## src/rtl/fifo_wr_arbiter_pkg.sv

```systemverilog
// Shared defaults and state encoding for the FIFO write-port arbiter.
// The top and the round-robin picker both import this package.
package fifo_arb_defs;

    localparam int DEF_DEPTH     = 16;
    localparam int DEF_WIDTH     = 8;
    localparam int DEF_PTR_WIDTH = 4;
    localparam int DEF_NREQ      = 4;
    localparam int DEF_MAX_BURST = 4;

    typedef enum logic {
        IDLE  = 1'b0,
        BURST = 1'b1
    } arb_state_t;

endpackage

```

## src/rtl/fifo_wr_arbiter_rr_pick.sv

```systemverilog
// Combinational round-robin picker: first asserted request at or after ptr,
// wrapping modulo NREQ.
module rr_pick
    import fifo_arb_defs::*;
#(
    parameter int NREQ = DEF_NREQ,
    parameter int IW   = $clog2(DEF_NREQ)
) (
    input  logic [NREQ-1:0] req,
    input  logic [IW-1:0]   ptr,
    output logic [NREQ-1:0] grant,
    output logic [IW-1:0]   idx,
    output logic            any
);

    // Candidate index for each scan position, rotated so position 0 is ptr.
    logic [IW-1:0] cand [NREQ];

    genvar gi;
    generate
        for (gi = 0; gi < NREQ; gi++) begin : g_cand
            assign cand[gi] = IW'((int'(ptr) + gi) % NREQ);
        end
    endgenerate

    always_comb begin
        grant = '0;
        idx   = '0;
        any   = 1'b0;
        for (int k = 0; k < NREQ; k++) begin
            if (!any && req[cand[k]]) begin
                any          = 1'b1;
                idx          = cand[k];
                grant[cand[k]] = 1'b1;
            end
        end
    end

endmodule

```

## src/rtl/fifo_wr_arbiter.sv

```systemverilog
// Round-robin, burst-bounded arbiter sharing one FIFO write port among NREQ
// producers; a local credit count guarantees no write lands in a full FIFO.
module fifo_wr_arbiter
    import fifo_arb_defs::*;
#(
    parameter int NREQ      = DEF_NREQ,
    parameter int WIDTH     = DEF_WIDTH,
    parameter int DEPTH     = DEF_DEPTH,
    parameter int PTR_WIDTH = DEF_PTR_WIDTH,
    parameter int MAX_BURST = DEF_MAX_BURST
) (
    input  logic                  clk,
    input  logic                  rst,
    input  logic [NREQ-1:0]       req,
    input  logic [NREQ*WIDTH-1:0] req_data,
    output logic [NREQ-1:0]       ack,
    output logic                  fifo_wr_en,
    output logic [WIDTH-1:0]      fifo_wr_data,
    input  logic                  fifo_rd_en,
    input  logic                  fifo_empty,
    input  logic                  fifo_full,
    output logic [PTR_WIDTH:0]    count,
    output logic                  ovf_err
);

    localparam int IW = $clog2(NREQ);
    localparam int BW = $clog2(MAX_BURST + 1);
    localparam logic [PTR_WIDTH:0] FULL_CNT   = (PTR_WIDTH + 1)'(DEPTH);
    localparam logic [BW-1:0]      BURST_LAST = BW'(MAX_BURST);

    arb_state_t         state_reg, state_next;
    logic [IW-1:0]      ptr_reg, ptr_next;
    logic [IW-1:0]      owner_reg, owner_next;
    logic [BW-1:0]      burst_cnt_reg, burst_cnt_next;
    logic [PTR_WIDTH:0] count_reg;
    logic               wr_en_reg;
    logic [WIDTH-1:0]   wr_data_reg;
    logic               ovf_reg;

    logic [NREQ-1:0]    pick_grant;
    logic [IW-1:0]      pick_idx;
    logic               pick_any;
    logic               credit;
    logic               xfer;
    logic               rd_fire;
    logic [IW-1:0]      sel;
    logic [WIDTH-1:0]   data_arr [NREQ];

    function automatic logic [IW-1:0] next_idx(input logic [IW-1:0] i);
        return (int'(i) == NREQ - 1) ? '0 : i + 1'b1;
    endfunction

    genvar gi;
    generate
        for (gi = 0; gi < NREQ; gi++) begin : g_data
            assign data_arr[gi] = req_data[gi*WIDTH +: WIDTH];
        end
    endgenerate

    rr_pick #(.NREQ(NREQ), .IW(IW)) u_pick (
        .req   (req),
        .ptr   (ptr_reg),
        .grant (pick_grant),
        .idx   (pick_idx),
        .any   (pick_any)
    );

    // A read only frees a credit once it has been counted at an edge.
    assign credit  = count_reg < FULL_CNT;
    assign rd_fire = fifo_rd_en && !fifo_empty;
    assign sel     = (state_reg == IDLE) ? pick_idx : owner_reg;
    assign xfer    = |(req & ack);

    always_ff @(posedge clk) begin
        if (rst) begin
            state_reg     <= IDLE;
            ptr_reg       <= '0;
            owner_reg     <= '0;
            burst_cnt_reg <= '0;
        end else begin
            state_reg     <= state_next;
            ptr_reg       <= ptr_next;
            owner_reg     <= owner_next;
            burst_cnt_reg <= burst_cnt_next;
        end
    end

    always_comb begin
        state_next     = state_reg;
        ptr_next       = ptr_reg;
        owner_next     = owner_reg;
        burst_cnt_next = burst_cnt_reg;
        case (state_reg)
            IDLE: begin
                if (xfer) begin
                    owner_next     = pick_idx;
                    burst_cnt_next = BW'(1);
                    if (MAX_BURST == 1) begin
                        ptr_next = next_idx(pick_idx);
                    end else begin
                        state_next = BURST;
                    end
                end
            end
            BURST: begin
                if (!req[owner_reg]) begin
                    state_next = IDLE;
                    ptr_next   = next_idx(owner_reg);
                end else if (xfer) begin
                    burst_cnt_next = burst_cnt_reg + 1'b1;
                    if (burst_cnt_next == BURST_LAST) begin
                        state_next = IDLE;
                        ptr_next   = next_idx(owner_reg);
                    end
                end
            end
            default: state_next = IDLE;
        endcase
    end

    always_comb begin
        ack = '0;
        if (!rst && credit) begin
            if (state_reg == IDLE) begin
                ack = pick_any ? pick_grant : '0;
            end else begin
                ack[owner_reg] = req[owner_reg];
            end
        end
    end

    always_ff @(posedge clk) begin
        if (rst) begin
            count_reg   <= '0;
            wr_en_reg   <= 1'b0;
            wr_data_reg <= '0;
            ovf_reg     <= 1'b0;
        end else begin
            case ({xfer, rd_fire})
                2'b10:   count_reg <= count_reg + 1'b1;
                2'b01:   count_reg <= count_reg - 1'b1;
                default: count_reg <= count_reg;
            endcase
            wr_en_reg <= xfer;
            if (xfer) begin
                wr_data_reg <= data_arr[sel];
            end
            if (wr_en_reg && fifo_full) begin
                ovf_reg <= 1'b1;
            end
        end
    end

    assign fifo_wr_en   = wr_en_reg;
    assign fifo_wr_data = wr_data_reg;
    assign count        = count_reg;
    assign ovf_err      = ovf_reg;

endmodule
```

## config.mk

```make
export PLATFORM = sky130hd
export DESIGN_NAME = fifo_wr_arbiter
export DESIGN_NICKNAME = d
export VERILOG_FILES = /design/src/rtl/fifo_wr_arbiter_pkg.sv /design/src/rtl/fifo_wr_arbiter_rr_pick.sv /design/src/rtl/fifo_wr_arbiter.sv
export SDC_FILE = /design/constraint.sdc
export NUM_CORES = 1
export LEC_CHECK = 0
export CELL_PAD_IN_SITES_DETAIL_PLACEMENT = 0
export CELL_PAD_IN_SITES_GLOBAL_PLACEMENT = 2
export CORE_MARGIN = 8
export CORE_UTILIZATION = 34
export CTS_CLUSTER_DIAMETER = 200
export DETAILED_ROUTE_END_ITERATION = 12
export DONT_BUFFER_PORTS = 1
export GPL_ROUTABILITY_DRIVEN = 0
export PLACE_DENSITY_LB_ADDON = 0.2
export SETUP_SLACK_MARGIN = 0.5
export SLEW_MARGIN = 20
export SYNTH_ARGS = -nofsm -noshare
export SYNTH_HDL_FRONTEND = slang
export SYNTH_SLANG_ARGS = --single-unit
```

## constraint.sdc

```tcl
create_clock -name clk -period 4.56 [get_ports clk]
set_input_delay 0 -clock clk [delete_from_list [all_inputs] [get_ports clk]]
set_output_delay 0 -clock clk [all_outputs]
set_load 0.1 [all_outputs]
```

==> results of run 1 <==
==> repair_timing <==
item,4_1_cts,5_1_grt
setup buffers,0,2
hold endpoints to repair,22,0
resized for setup,0,1
endpoints found under the setup margin,0,1
hold buffers,2,0
==> cell families after synthesis <==
group	count (synthesis)
AO/OA/AOI/OAI	64
XOR/XNOR	5
adder cells (fa/ha/maj)	18
buffers and inverters	33
flip-flops	23
multiplexers	40
AND/OR/NAND/NOR	79
==> power breakdown <==
part / total (mW) / internal (mW) / switching (mW)
logic: 0.749 / 0.328 / 0.421
clock network: 0.130 / 0.0624 / 0.0678
registers: 0.753 / 0.274 / 0.479
total: 1.63 / 0.664 / 0.968
==> area by class of cell <==
cell class / count / area share (%)
Multi-Input combinational cell: 206 / 69.3
Tap cell: 77 / 3.94
Inverter: 16 / 2.46
Timing Repair Buffer: 11 / 3.58
Sequential cell: 23 / 18.9
Clock buffer: 4 / 1.84
==> cells in the final DEF, fill, tap and decap left out, types with 5 or more instances in the layout <==
cell / instances
mux2_2: 12
dfxtp_1: 22
inv_1: 15
nor2_1: 22
buf_4: 9
ha_1: 15
nand2_1: 10
nand3_1: 7
nand4b_1: 9
mux2i_1: 22
a21oi_1: 11
nor3_1: 6
o21ai_1: 8
a21o_1: 5
==> critical path: cells and delay by family (launching register included) <==
family	cells	cell delay, ns
buf+inv	1	0.06
simple gates	5	1.28
fa+ha+maj	3	0.97
flops	1	0.34
compound gates	4	0.64
mux	1	0.39
xor+xnor	1	0.09
==> per-layer routing <==
metal / global-route usage, % / vias to the layer above / routed length (um)
met1: 16.2 / 917 / 2850
li1: - / 977 / -
met5: 0 / - / 0
met3: 4.69 / 2 / 606
met4: 1.75 / 0 / 23
met2: 18.8 / 81 / 2730
==> path summary, 6_finish.rpt <==
check	endpoint	depth (start not counted)	slack, ns	startpoint
min reg2reg	burst_cnt_reg[1]	2	0.49	burst_cnt_reg[1]
max	count[4]	15	0.71	ptr_reg[0]
max reg2reg	count[4]	15	0.71	ptr_reg[0]
min	ptr_reg[0]	2	0.03	rst
==> results by group, run 1 <==
Status
  – Status: complete, no violations

Finish
  – Max reg flops: 8
  – Post-layout util: 38.3%
  – Reg area: 462 sq um
  – Area added between synthesis and finish: 8.19%
  – Layout Cells excl Fill: 337
  – Fillers: 674
  – Finished layout cell area: 2450 sq um
  – Ant diodes: 0
  – Share of cells above drive strength 1: between 10% and 20%
  – NumNets Final: 320
  – Area of the multi-input gates: 1700 sq um

Logic synthesis
  – Mux share of post-synthesis cell area: 21.0%
  – Synth area leaders: dfxtp_1 (20%), mux2i_1 (9.7%), ha_1 (9.4%)
  – Share of the synthesized area in compound gates (AO/OA/AOI/OAI): 20.4%
  – Post-synth ARST share: 0%
  – Register area share after synthesis: 20.4%
  – Syn avg cell area: 8.63 sq um
  – Largest family of logic cells by synthesized area: multiplexers
  – Yosys top cell area share: 20.4%
  – Synthesized-area fraction occupied by adder cells: 10.3%
  – Post-Syn Area: 2260 sq um
  – Synth cell types: 56
  – Synth cell count leaders: dfxtp_1 (23), mux2i_1 (22), nor2_1 (22), ha_1 (17), inv_1 (16)
  – Synth Flop Type: dfxtp_1
  – #FFs+latches synth: 23
  – Synth warnings: 0
  – Simple-gate share of the synthesized area: between 10% and 20%
  – Count leader, synth: dfxtp_1
  – Synth area leader: dfxtp_1
  – Synth Instances: 262
  – Synthesized net count: 321
  – Post-synth EDFFs: 0
  – Post-Synth XOR/XNOR Area: about 1.9%

Setup path
  – Type of element launching the critical path: flop
  – CP peak stage delay: between 0.4 and 0.5 ns
  – Crit Path Max Fanout: 13
  – Critical path class: flop to flop
  – Data required, critical path: 4.76 ns
  – CP dominant cell by count: a21oi_1
  – CP cell instances: inv_2 > ha_2 > mux4_2 > or3b_1 > a22oi_2 > nand3_1 > and3_4 > and2_4 > ha_4 > fa_2 > a21o_1 > a21oi_1 > xor2_1 > or3_1 > a21oi_1
  – WP data arrival: 4.05 ns
  – Crit-path slowest cell: ha_2
  – CP Capture Type: flop

Place
  – DP Cell Count: 329
  – Port Buf Inserts: 0
  – Setup WS pre-CTS: 0.617 ns
  – Post-DP Area: around 2400 sq um
  – DPL Wire Length: about 4600 um

Route
  – Iteration count of the initial detailed-routing pass: 4
  – Avg WL per Cell: ~18 um
  – DR vias: 1977
  – Drt drc: 0
  – Iteration-0 DRC Markers: 183
  – Via/cell ratio: 5.87
  – Post-Route WL: 6210 um
  – Post-route ant nets: 0

STA
  – Final Worst Setup Slack: 0.710 ns
  – Final hold vios: 0
  – Final Max Tran Viols: 0
  – Fin crit share: approximately 84%
  – Peak Freq: 260 MHz
  – RSZ-0062 raised after global routing: no
  – Minimum clock period after layout: 3.85 ns
  – Fin Hold WS: roughly 0.034 ns
  – Count of final setup violators: 0
  – Worst slew pin tran: between 1 and 1.5 ns
  – Setup Skew: 0.00401 ns
  – Total Neg Setup Slack: 0 ns
  – Relative slew slack: roughly 28%

Global route
  – Largest net degree at the start of global routing: 24
  – Vias in the first global route: 1925
  – Grt total ovfl: 0
  – Global-route wire length before repair: roughly 10000 um
  – Total Routing Usage GR: 12.3%
  – Antenna violations before repair: 0

Clock tree
  – Clk slew on worst S/H paths: 0.09 ns
  – Num CTS Buffers: 3
  – Clk_lat worst skew: 0.27 ns
  – Root Buffer: clkbuf_8
  – H-tree levels: 1
  – CTS tree: done
  – Clock buffer depth: 2
  – Total clock sinks: 23

Power
  – Worst VDD drop: 0.000407 V
  – Pwr/cell area: 667 nW/um^2
  – Pleak: 0.972 nW
  – Total chip power: 1.63 mW

Die
  – Row cnt: 29
  – Die H: ~98 um
  – Die ar.: around 9500 sq um
  – Core area: 6390 sq um
  – Io pins: 60
  – Initial Utilization: 35.4%
  – Die Width: 97.5 um

Min path
  – Worst min-delay path class: input port to flop

Flow run
  – Count of max-cap constraint violations: 0
No activity file was read; power rests on OpenSTA's default activity.
==> inputs of run 2 (changes only) <==
clock period = 3.5 ns   (was 4.56 ns; I/O delays follow)
==> run 2 against run 1 <==
Register-to-register slack got worse by 0.71 ns. Routed wire length rose by 3.9%. Fmax is 9.9% higher. Largest cell class unchanged. Clock skew is 0.0012 ns higher. Final cell count grew 7.7%. The flow now finishes with violations (hold timing, setup timing). Clock power is 31% higher. Via count increased by 6.5%. Non-clock buffer count grew 26. Setup slack worse by 0.71 ns. First-iteration DRC count is 3.8% lower. Die area stayed put. Clock-buffer cell count fell by 1.
==> results by group, run 2 (synthesis results as in run 1) <==
Finish
  – Fillers: 670 (-0.59%)
  – NumNets Final: 346 (+8.1%)
  – Most frequent cells in the layout: buf_4 (30), nor2_1 (22), mux2i_1 (22), dfxtp_1 (21)
  – Area of the multi-input gates: 1760 sq um (+3.9%)
  – Area added between synthesis and finish: 20.8%
  – Post-layout util: 42.8% (+4.4 points)
  – Layout Cells excl Fill: 363 (+7.7%)
  – Reg area: 463 sq um (+0.27%)
  – Ant diodes: 0 (unchanged)
  – Most common cell after layout, fill and taps aside: buf_4
  – Share of cells above drive strength 1: 28.0% (+10 points)
  – Max reg flops: 8 (unchanged)

Die
  – Initial Utilization: 35.4% (unchanged)
  – Die ar.: 9520 sq um (unchanged)
  – Die Width: 97.5 um (unchanged)
  – Row cnt: 29 (unchanged)
  – Die H: 97.5 um (unchanged)
  – Core area: 6390 sq um (unchanged)
  – Io pins: 60 (unchanged)

Setup path
  – Crit. Startpoint: ptr_reg[1]
  – Reg-to-Reg Start: ptr_reg[1]
  – WP data arrival: 3.71 ns (-0.34 ns)
  – R2R cell count: 15 (unchanged)
  – Crit Path Max Fanout: 6 (-7)
  – CP Capture Type: flop
  – Flop2flop setup slack: -0.002 ns (-0.71 ns)
  – Critical path class: flop to flop
  – Type of element launching the critical path: flop
  – Worst R2R End: count[4]
  – Data required, critical path: 3.71 ns (-1.05 ns)

Power
  – Pwr/cell area: 829 nW/um^2 (+24%)
  – Pleak: 1.11 nW (+14%)
  – Worst VDD drop: 0.000516 V (+27%)

Place
  – Port Buf Inserts: 0 (unchanged)
  – DP Cell Count: 346 (+5.2%)
  – DPL Wire Length: 4740 um (+2.9%)
  – Setup WS pre-CTS: -0.0408 ns (-0.658 ns)

STA
  – Final Max Tran Viols: 0 (unchanged)
  – Minimum clock period after layout: 3.50 ns (-0.348 ns)
  – Final hold vios: 17 (+17)
  – Relative slew slack: 33.9% (+6.3 points)
  – Total Neg Setup Slack: -0.00240 ns (-0.00240 ns)
  – Count of final setup violators: 1 (+1)
  – Fin crit share: 100% (+16 points)
  – Final Worst Setup Slack: -0.00240 ns (-0.712 ns)
  – Worst slew pin tran: 0.990 ns (-0.0938 ns)
  – Fin Hold WS: -0.215 ns (-0.249 ns)
  – Peak Freq: 286 MHz (+9.9%)
  – Setup Skew: 0.00521 ns (+0.00120 ns)
  – RSZ-0062 raised after global routing: yes

Global route
  – Total Routing Usage GR: 12.9% (+0.66 points)
  – Grt total ovfl: 0 (unchanged)
  – Met2 usage: 19.7% (+0.88 points)
  – Vias in the first global route: 2043 (+6.1%)
  – Antenna violations before repair: 0 (unchanged)
  – Largest net degree at the start of global routing: 31 (+29%)
  – Most Crowded Layer GR: met2
  – Met1 usage: 16.9% (+0.70 points)
  – Met3 Use GR: 4.91% (+0.21 points)
  – Global-route wire length before repair: 10600 um (+5.9%)

Route
  – Via/cell ratio: 5.80 (-1.1%)
  – Avg WL per Cell: 17.8 um (-3.6%)
  – Post-route ant nets: 0 (unchanged)
  – Drt drc: 0 (unchanged)
  – DR vias: 2106 (+6.5%)
  – Post-Route WL: 6450 um (+3.9%)
  – Iteration count of the initial detailed-routing pass: 4 (unchanged)
  – Iteration-0 DRC Markers: 176 (-3.8%)

Clock tree
  – Clk slew on worst S/H paths: 0.09 ns (about the same)
  – Total clock sinks: 23 (unchanged)
  – Clk_lat worst skew: 0.27 ns (about the same)
  – Num CTS Buffers: 3 (unchanged)
  – Hold Buf Count CTS: 6 (+4)
  – H-tree levels: 1 (unchanged)
  – Clock buffer depth: 2 (unchanged)
  – Root Buffer: clkbuf_8
  – CTS tree: done

Status
  – Failing checks: hold timing, setup timing
  – Status: finished with violations

Min path
  – Worst min-delay path class: input port to flop
  – Hold worst-path end: count[2]
  – Worst Hold Depth: 1 (-1)
  – Worst Hold Launch: rst

Flow run
  – Count of max-cap constraint violations: 0 (unchanged)
==> run 2: metrics by stage <==
step           area [sq um]  power (mW)
2_1_floorplan          2350        1.81
3_3_place_gp           2510        2.04
3_5_place_dp           2510        2.04
4_1_cts                2690        2.26
5_1_grt                2730        2.41
6_report               2730        2.26
==> run 2: worst max-delay path by stage <==
stage                    end  cells past startpoint
floorplan           count[4]                     18
detailed placement  count[4]                     15
global route        count[4]                     16
CTS                 count[4]                     15
global placement    count[4]                     15
finish              count[4]                     15
==> run 2: final cells by class <==
cell class | instances | area share, %
multi-input combinational | 206 | 64.5
clock buffer | 3 | 1.51
tap | 77 | 3.53
inverter | 16 | 2.43
timing repair buffer | 37 | 10.9
clock inverter | 1 | 0.183
sequential | 23 | 17.0
==> run 2: worst max-delay path: stages (launching register included) <==
cell and delay (ns):
dfxtp_2 0.36, clkinvlp_4 0.10, ha_4 0.30, mux4_2 0.38, or3b_1 0.39, a22oi_2 0.16
nand3_1 0.10, and3_4 0.18, and2_4 0.14, ha_4 0.17, fa_2 0.35, a21o_1 0.17
a21oi_2 0.12, xor2_1 0.09, or3_1 0.31, a21oi_1 0.12
==> run 2: timing repair <==
| action | 4_1_cts | 5_1_grt |
|---|---|---|
| pin swaps | 11 | 9 |
| setup buffers | 6 | 1 |
| setup endpoints to repair | 12 | 6 |
| resized for setup | 4 | 7 |
| hold endpoints to repair | 22 | 17 |
==> run 2: where the power goes <==
group / total, mW / internal, mW / leakage, nW / switching [mW]
Sequential: 0.840 / 0.357 / 0.190 / 0.484
Combinational: 1.25 / 0.535 / 0.896 / 0.718
Clock: 0.170 / 0.0797 / 0.0255 / 0.0905
Total: 2.26 / 0.972 / 1.11 / 1.29
==> run 2: routing by layer <==
metal	part of all wire, %	vias to the layer above
met5	0	-
met4	0.79	0
met1	44	1006
met3	9.4	7
li1	-	1023
met2	46	70
